`src/rtl/fetch_inflight_tracker_pkg.sv`:
```
// ----------------------------------------------------------------------------
// fetch_inflight_tracker_pkg
//
// Shared types and constants for the fetch in-flight tracker.
//   FETCH_SUBUNIT_ID_W    : width of the encoded sub-unit index (up to 8 units)
//   FETCH_MAX_SUB_UNITS   : largest sub-unit count the encoding can represent
//   fetch_tracker_entry_t : per-request attributes captured at issue
//   one_hot_to_integer    : encodes a one-hot sub-unit select into an index
// ----------------------------------------------------------------------------
package fetch_inflight_tracker_pkg;

  localparam int FETCH_SUBUNIT_ID_W  = 3;
  localparam int FETCH_MAX_SUB_UNITS = 1 << FETCH_SUBUNIT_ID_W;

  typedef struct packed {
    logic [FETCH_SUBUNIT_ID_W-1:0] subunit_id;
    logic                          addr_valid;
    logic                          mmu_fault;
    logic                          predicted;
    logic                          is_branch;
  } fetch_tracker_entry_t;

  // OR-ing the indices of set bits gives the right answer for a one-hot
  // input and needs no priority chain; an all-zero input encodes to 0.
  function automatic logic [FETCH_SUBUNIT_ID_W-1:0] one_hot_to_integer(
    input logic [FETCH_MAX_SUB_UNITS-1:0] oneHot
  );
    logic [FETCH_SUBUNIT_ID_W-1:0] id;
    id = '0;
    for (int i = 0; i < FETCH_MAX_SUB_UNITS; i++) begin
      if (oneHot[i]) id = id | FETCH_SUBUNIT_ID_W'(i);
    end
    return id;
  endfunction

endpackage

```
`src/rtl/fetch_inflight_tracker.sv`:
```
// ----------------------------------------------------------------------------
// fetch_inflight_tracker
//
// In-order tracker for outstanding instruction-fetch requests. Attributes are
// recorded at issue, returning sub-unit data is muxed back in request order,
// faulting / invalid-address requests complete without data, and responses
// belonging to requests issued before a flush are silently dropped.
//
// Ports
//   clk, rst              : clock, synchronous active-high reset
//   flush                 : discard everything issued up to and including now
//   issue / issue_ready   : new request handshake (ready = not full)
//   issue_match           : one-hot sub-unit select, zero = invalid address
//   issue_mmu_fault       : translation fault, no sub-unit access made
//   issue_predicted       : request was a predicted branch/jump
//   issue_is_branch       : request was a predicted conditional branch
//   unit_data_valid/data  : per sub-unit response strobe and word
//   complete*             : head request delivered to decode this cycle
//   occupancy             : number of requests in flight
//   spurious_err          : sticky, a response arrived that nothing expected
// ----------------------------------------------------------------------------
module fetch_inflight_tracker
  import fetch_inflight_tracker_pkg::*;
#(
  parameter int NUM_SUB_UNITS   = 3,
  parameter int MAX_OUTSTANDING = 4,
  parameter int DATA_WIDTH      = 32
) (
  input  logic                                  clk,
  input  logic                                  rst,
  input  logic                                  flush,
  input  logic                                  issue,
  output logic                                  issue_ready,
  input  logic [NUM_SUB_UNITS-1:0]              issue_match,
  input  logic                                  issue_mmu_fault,
  input  logic                                  issue_predicted,
  input  logic                                  issue_is_branch,
  input  logic [NUM_SUB_UNITS-1:0]              unit_data_valid,
  input  logic [NUM_SUB_UNITS*DATA_WIDTH-1:0]   unit_data,
  output logic                                  complete,
  output logic                                  complete_ok,
  output logic [DATA_WIDTH-1:0]                 complete_data,
  output logic                                  complete_predicted,
  output logic                                  complete_is_branch,
  output logic [$clog2(MAX_OUTSTANDING+1)-1:0]  occupancy,
  output logic                                  spurious_err
);

  localparam int PTR_W = $clog2(MAX_OUTSTANDING);
  localparam int OCC_W = $clog2(MAX_OUTSTANDING+1);

  generate
    if (NUM_SUB_UNITS < 1 || NUM_SUB_UNITS > FETCH_MAX_SUB_UNITS) begin : g_badUnits
      $error("fetch_inflight_tracker: NUM_SUB_UNITS must be 1..8");
    end
    if (MAX_OUTSTANDING < 2 || MAX_OUTSTANDING > 16 ||
        (MAX_OUTSTANDING & (MAX_OUTSTANDING - 1)) != 0) begin : g_badDepth
      $error("fetch_inflight_tracker: MAX_OUTSTANDING must be a power of two in 2..16");
    end
  endgenerate

  fetch_tracker_entry_t entries_q [MAX_OUTSTANDING];
  fetch_tracker_entry_t newEntry;
  fetch_tracker_entry_t head;

  logic [PTR_W-1:0] rdPtr_q, rdPtr_d;
  logic [PTR_W-1:0] wrPtr_q, wrPtr_d;
  logic [OCC_W-1:0] occupancy_q, occupancy_d;
  logic [OCC_W-1:0] discardCount_q, discardCount_d;
  logic             spuriousErr_q, spuriousErr_d;

  logic [FETCH_MAX_SUB_UNITS-1:0] matchPad;
  logic [FETCH_MAX_SUB_UNITS-1:0] validPad;
  logic [DATA_WIDTH-1:0]          unitWord [FETCH_MAX_SUB_UNITS];

  logic empty, full, headExpectsData, pop, push, spuriousHit;

  // Widen the per-unit vectors to the full encodable range so the head's
  // subunit_id can index them directly regardless of NUM_SUB_UNITS.
  always_comb begin
    matchPad = '0;
    validPad = '0;
    matchPad[NUM_SUB_UNITS-1:0] = issue_match;
    validPad[NUM_SUB_UNITS-1:0] = unit_data_valid;
    for (int k = 0; k < FETCH_MAX_SUB_UNITS; k++) begin
      unitWord[k] = '0;
    end
    for (int k = 0; k < NUM_SUB_UNITS; k++) begin
      unitWord[k] = unit_data[k*DATA_WIDTH +: DATA_WIDTH];
    end
  end

  // Head bookkeeping, retire decision and spurious-response detection.
  // A push is accepted when full only alongside a pop, which keeps the
  // tracker at full throughput without making issue_ready depend on pop.
  always_comb begin
    newEntry.subunit_id = one_hot_to_integer(matchPad);
    newEntry.addr_valid = |issue_match;
    newEntry.mmu_fault  = issue_mmu_fault;
    newEntry.predicted  = issue_predicted;
    newEntry.is_branch  = issue_is_branch;

    head            = entries_q[rdPtr_q];
    empty           = (occupancy_q == '0);
    full            = (occupancy_q == OCC_W'(MAX_OUTSTANDING));
    headExpectsData = head.addr_valid & ~head.mmu_fault;
    pop             = ~empty & (~headExpectsData | validPad[head.subunit_id]);
    push            = issue & (~full | pop);

    spuriousHit = 1'b0;
    for (int k = 0; k < NUM_SUB_UNITS; k++) begin
      if (unit_data_valid[k] &&
          (empty || head.subunit_id != FETCH_SUBUNIT_ID_W'(k) || !headExpectsData)) begin
        spuriousHit = 1'b1;
      end
    end
  end

  // Next-state for pointers, occupancy, discard counter and sticky error.
  // On flush the counter loads the post-edge occupancy, which covers a
  // same-cycle issue and excludes a same-cycle retire.
  always_comb begin
    rdPtr_d       = pop  ? rdPtr_q + PTR_W'(1) : rdPtr_q;
    wrPtr_d       = push ? wrPtr_q + PTR_W'(1) : wrPtr_q;
    occupancy_d   = occupancy_q + OCC_W'(push) - OCC_W'(pop);
    spuriousErr_d = spuriousErr_q | spuriousHit;
    discardCount_d = discardCount_q;
    if (flush) begin
      discardCount_d = occupancy_d;
    end else if (pop && discardCount_q != '0) begin
      discardCount_d = discardCount_q - OCC_W'(1);
    end
  end

  always_ff @(posedge clk) begin
    if (rst) begin
      rdPtr_q        <= '0;
      wrPtr_q        <= '0;
      occupancy_q    <= '0;
      discardCount_q <= '0;
      spuriousErr_q  <= 1'b0;
    end else begin
      rdPtr_q        <= rdPtr_d;
      wrPtr_q        <= wrPtr_d;
      occupancy_q    <= occupancy_d;
      discardCount_q <= discardCount_d;
      spuriousErr_q  <= spuriousErr_d;
    end
  end

  // Attribute storage needs no reset: entries are only read while occupied.
  always_ff @(posedge clk) begin
    if (push) begin
      entries_q[wrPtr_q] <= newEntry;
    end
  end

  assign issue_ready        = (occupancy_q < OCC_W'(MAX_OUTSTANDING));
  assign complete           = pop & (discardCount_q == '0);
  assign complete_ok        = ~empty & headExpectsData;
  assign complete_data      = unitWord[head.subunit_id];
  assign complete_predicted = ~empty & head.predicted;
  assign complete_is_branch = ~empty & head.is_branch;
  assign occupancy          = occupancy_q;
  assign spurious_err       = spuriousErr_q;

endmodule

```
`config.mk`:
```
export PLATFORM = sky130hd
export DESIGN_NAME = fetch_inflight_tracker
export DESIGN_NICKNAME = d
export VERILOG_FILES = /design/src/rtl/fetch_inflight_tracker_pkg.sv /design/src/rtl/fetch_inflight_tracker.sv
export SDC_FILE = /design/constraint.sdc
export NUM_CORES = 1
export LEC_CHECK = 0
export CORE_MARGIN = 3
export CORE_UTILIZATION = 37
export DETAILED_ROUTE_END_ITERATION = 6
export MAX_ROUTING_LAYER = met4
export PLACE_DENSITY = 0.86
export SLEW_MARGIN = 20
export SYNTH_ARGS = -nofsm -noshare
export SYNTH_HDL_FRONTEND = slang
export SYNTH_SLANG_ARGS = --single-unit
```
`constraint.sdc`:
```
create_clock -name clk -period 3.6 [get_ports clk]
set_clock_uncertainty 0.05 [all_clocks]
set_input_delay 0.36 -clock clk [delete_from_list [all_inputs] [get_ports clk]]
set_output_delay 0.36 -clock clk [all_outputs]
set_load 0.02 [all_outputs]
```
Yosys cells after proc, flatten, opt, wreduce, memory -nomap -nowiden

Memories as Yosys holds them, arrays and structs flattened. A register that Yosys moved wholly into a read port is not among the register bits.
Cells that the tools add are included.

Register bits: 11
RAM bits: 24
Bits of input ports: 109
Output and inout port bits: 41
Word-level logic and storage cells: 65
Memories kept: 1

Memories:

| name      | depth | width | rd ports | clocked after Yosys merged registers in | write ports | RTL line                     | source |
|---|---|---|---|---|---|---|---|
| entries_q | 4     | 6     | 1        | 1                                       | 1           | fetch_inflight_tracker.sv:62 | `fetch_tracker_entry_t entries_q [MAX_OUTSTANDING];` |

Add/sub/neg operators: 5
$lt $le $gt $ge: 3
Eq/ne operators: 3
Muxes and demuxes: 16
Bitwise logic cells: 15
Reductions and logical operators: 17

Operator list:

| cell                                                      | count |
|---|---|
| binary-select mux 32 bit (select 3 bit)                   | 1 |
| two-way mux 32 bit                                        | 2 |
| AND 1 bit                                                 | 7 |
| two-way mux 1 bit                                         | 7 |
| zero test 3 bit                                           | 2 |
| logical OR 1 bit                                          | 6 |
| two-way mux 2 bit                                         | 3 |
| two-way mux 3 bit                                         | 2 |
| nonzero test 3 bit                                        | 2 |
| adder 2 x 1 -> 2 bit (second input constant)              | 2 |
| greater-or-equal comparator 4 bit (second input constant) | 1 |
| logical AND 1 bit                                         | 4 |
| < comparator 3 x 4 -> 1 bit (second input constant)       | 1 |
| inverter 1 bit                                            | 4 |
| inverter 3 -> 4 bit                                       | 1 |
| adder 3 x 1 -> 3 bit                                      | 1 |
| binary-select mux 1 bit (select 3 bit)                    | 1 |
| equality test 3 bit (second input constant)               | 1 |
| < comparator 3 bit (second input constant)                | 1 |
| inequality test 3 x 1 -> 1 bit (second input constant)    | 1 |
| inequality test 3 x 2 -> 1 bit (second input constant)    | 1 |
| OR 1 bit                                                  | 3 |
| OR reduction 3 bit                                        | 1 |
| subtractor 3 x 1 -> 3 bit                                 | 1 |
| 3 further kinds                                           | 3 |

Longest topological paths before layout

Word-level depth: 10
Depth in mapped cells: 13
Gate-level depth less buffers: 12

Least setup slack after synthesis

Ideal clock, no wire load.

Path kind: register to register
Start point: reg (tool-made name)
End point: reg discardCount_q[2]
Library setup time: 0.095 ns
Arrival time: 3.009 ns
Data required time: 3.455 ns
Slack: 0.446 ns
Stages on the path, launching flop included: 14
Buffers on the path: 1
Period minus slack after synthesis: 3.154 ns
Cells stage by stage: dfxtp_1 buf_6 mux4_2 mux2i_2 o221ai_2 o21a_4 inv_2 ha_1 inv_1 ha_1 fa_1 xnor2_1 xnor2_1 a221oi_1

RTL lines:

| item                   | RTL line                      | source |
|---|---|---|
| end signal: assignment | fetch_inflight_tracker.sv:146 | `discardCount_q <= discardCount_d;` |
| end: declaration       | fetch_inflight_tracker.sv:69  | `logic [OCC_W-1:0] discardCount_q, discardCount_d;` |

==> metrics.md <==
| Metric | Value |
|---|---|
| Status | complete, no violations |
| Post-CTS Setup Bufs | 0 |
| Synth Cell Area | 2390 µm² |
| Period Utilization, post-route | 94.1% |
| RSZ-0062 raised after global routing | false |
| Storage cell area | 981 µm² |
| Maximum vdd ir drop | 459 µV |
| Fraction of layout cells with a size suffix above 1 | 5.91% |
| YS warnings | 0 |
| Top FF cell, synth | edfxtp_1 |
| Root buffer cell | clkbuf_8 |
| Highest metal used | met4 |
| Critical-path top delay cell | clkdlybuf4s50_1 |
| Post-CTS Hold Fix Bufs | 0 |
| Global-route wire length before repair | 12.2 mm |
| Placeable Area | 6100 µm² |
| Sequential share of the synthesized area | 41.1% |
| Die extent in x | 86.3 µm |
| Async set-reset flop share out of synthesis | 0% |
| Leakage | 1.57 nW |
| Die height | 86.3 µm |
| Required time worst endpoint | 3.19 ns |
| MaxCap Viol Count | 0 |
| Final design utilization | 66.8% |
| Met3 routed WL | 565 µm |
| Wire length on met2 | 4.05 mm |
| Tot GR Track Use | 21.8% |
| Io pins | 150 |
| HPWL after DPL | 6.49 mm |
| Type of the worst setup path | flip-flop to output pin |
| Most frequent cells in the layout | 147 x clkdlybuf4s50_1, 39 x nand2_1, 34 x mux2i_1, 34 x o21ai_1, 24 x edfxtp_1 |
| Largest net degree at the start of global routing | 36 |
| Final setup TNS | 0 ns |
| TritonCTS buffer count | 5 |
| Final min period | 3.39 ns |
| Critical hold path startpoint | spurious_err |
| Critical path data arrival time | 2.98 ns |
| Met1 WL | 3.10 mm |
| Highest clock rate | 295 MHz |
| First-pass iteration count of the detailed router | 4 |
| Register bit total from synthesis | 37 |
| Synth Instances | 240 |
| Slew @ Worst Pin | 0.502 ns |
| PwrDens | 647 nW/µm² |
| Initial Util | 39.2% |
| Pre-CTS setup slack | 0.243 ns |
| Synth Net Count | 358 |
| DR vias/cell | 5.13 |
| Worst skew pair latency | 0.29 ns |
| Port Buf Inserts | 149 |
| Crit start category | flip-flop |
| CTS Buffer Depth | 2 |
| CTS clock-pin slew for the worst setup and hold paths | 0.07 ns |
| CTS tree | built |
| # DRC | 0 |
| Filler cell count | 478 |
| Fin. max-slew vios | 0 |
| Crit-path cells | buf_4, mux4_2, buf_6, nor2b_2, buf_6, nand2_1, o21ai_1, clkdlybuf4s50_1 |
| GPL Wtd Cong | 0.884 |
| Hold Fails Final Rpt | 0 |
| Final ANT Viol Nets | 0 |
| WL per Instance | 17.1 µm |
| Multi-input combinational cell area | 1290 µm² |
| Most common cell after layout, fill and taps aside | clkdlybuf4s50_1 |
| Peak per-stage delay on the critical path | 0.64 ns |
| # diodes | 0 |
| Syn avg cell area | 9.95 µm² |
| Area Growth Syn to Fin | 70.5% |
| Worst Setup Slack, final | 0.212 ns |
| HP Class | flip-flop to flip-flop |
| Total number of vias | 2378 |
| Worst-path maximum fanout | 35 |
| # clock sinks | 37 |
| Rel. slew slack | 66.5% |
| FP Rows | 28 |
| Die ar. | 7460 µm² |
| Number of global-route vias before repair | 2352 |
| Final Setup Violations | 0 |
| Power Total | 2.63 mW |
| # nets final | 506 |
| Netlist cell types | 41 |
| Final WL | 7.96 mm |
| GRT overflow | 0 |
| Antenna violations before repair | 0 |
| CP Capture Type | output pin |
| CP most frequent cell | buf_6 |
| Detailed Route Iter0 Violations | 50 |
| EDFF count, synth | 24 |
| H-tree levels | 2 |
## state kept, by name, indices dropped and copies added, names as in the netlist, named ones only
name / cells
occupancy: 3
spurious_err: 1
discardCount_q: 3
rdPtr_q: 2
entries_q: 24
wrPtr_q: 2
## cell type report
class	instances	share of cell area [%]
clock buffers	6	1.78
clock inverters	2	0.830
inverters	14	1.29
multi-input cells	175	31.7
flip-flops and latches	37	24.1
well taps	75	2.30
repair buffers	155	38.0
## Yosys cell counts (2+ instances only)
library cell,number,area share [%]
nand2_1,39,6.1
inv_1,13,2.0
or3_1,3,0.79
buf_6,2,0.94
and2_1,4,1.0
nand2b_1,2,0.52
o21ai_1,34,7.1
clkbuf_1,11,1.7
nor3_1,2,0.42
nor2_1,7,1.1
a311oi_1,2,0.73
a21oi_1,5,1.0
edfxtp_1,24,30
nor2b_1,8,2.1
dfxtp_1,13,11
xnor2_1,2,0.73
mux4_2,4,3.8
ha_1,8,4.2
a31oi_1,2,0.52
mux2i_1,34,14
## critical path, delay by kind of cell (launching register included)
family                 cells  cell delay, ns
flip-flops                 1            0.44
AND/OR/NAND/NOR            2            0.24
multiplexers               1            0.56
buffers and inverters      4            1.35
AO/OA/AOI/OAI              1            0.08
## power breakdown
group          internal, mW  total (mW)  switching (mW)
clock network         0.204       0.345           0.140
logic                 0.832        1.72           0.886
registers             0.518       0.571          0.0523
total                  1.55        2.63            1.08
## layer usage
layer,GRT usage [%],up-vias
met5,-,-
met4,8.50,0
met3,5.42,16
met2,37.3,97
met1,24.4,1096
li1,-,1169
## what timing repair did
| action | 4_1_cts | 5_1_grt |
|---|---|---|
| gates resized for setup | 0 | 4 |
| hold endpoints to repair | 0 | 0 |
| setup endpoints to repair | 0 | 32 |
## final timing paths
check | cells after the start | end | slack (ns)
max | 8 | complete_data[19] | 0.21
min | 2 | spurious_err | 0.46
max reg2reg | 12 | discardCount_q[2] | 0.25
min reg2reg | 2 | spurious_err | 0.46
## cells by family after synthesis
family / synth area share, %
flops: 41.1
fa+ha+maj: 5.03
mux: 20.3
xor+xnor: 0.734
simple gates: 13.4
compound gates: 14.4
buf+inv: 5.08
## metrics by stage
stage          instance area [µm²]  cells  hold WS, ns
3_3_place_gp                  3950    456        0.440
3_5_place_dp                  3950    456        0.460
6_report                      4070    464        0.463
2_1_floorplan                 2390    240        0.393
4_1_cts                       4060    464        0.473
5_1_grt                       4070    464        0.518
Note: power is estimated with default switching activity, not from simulation.
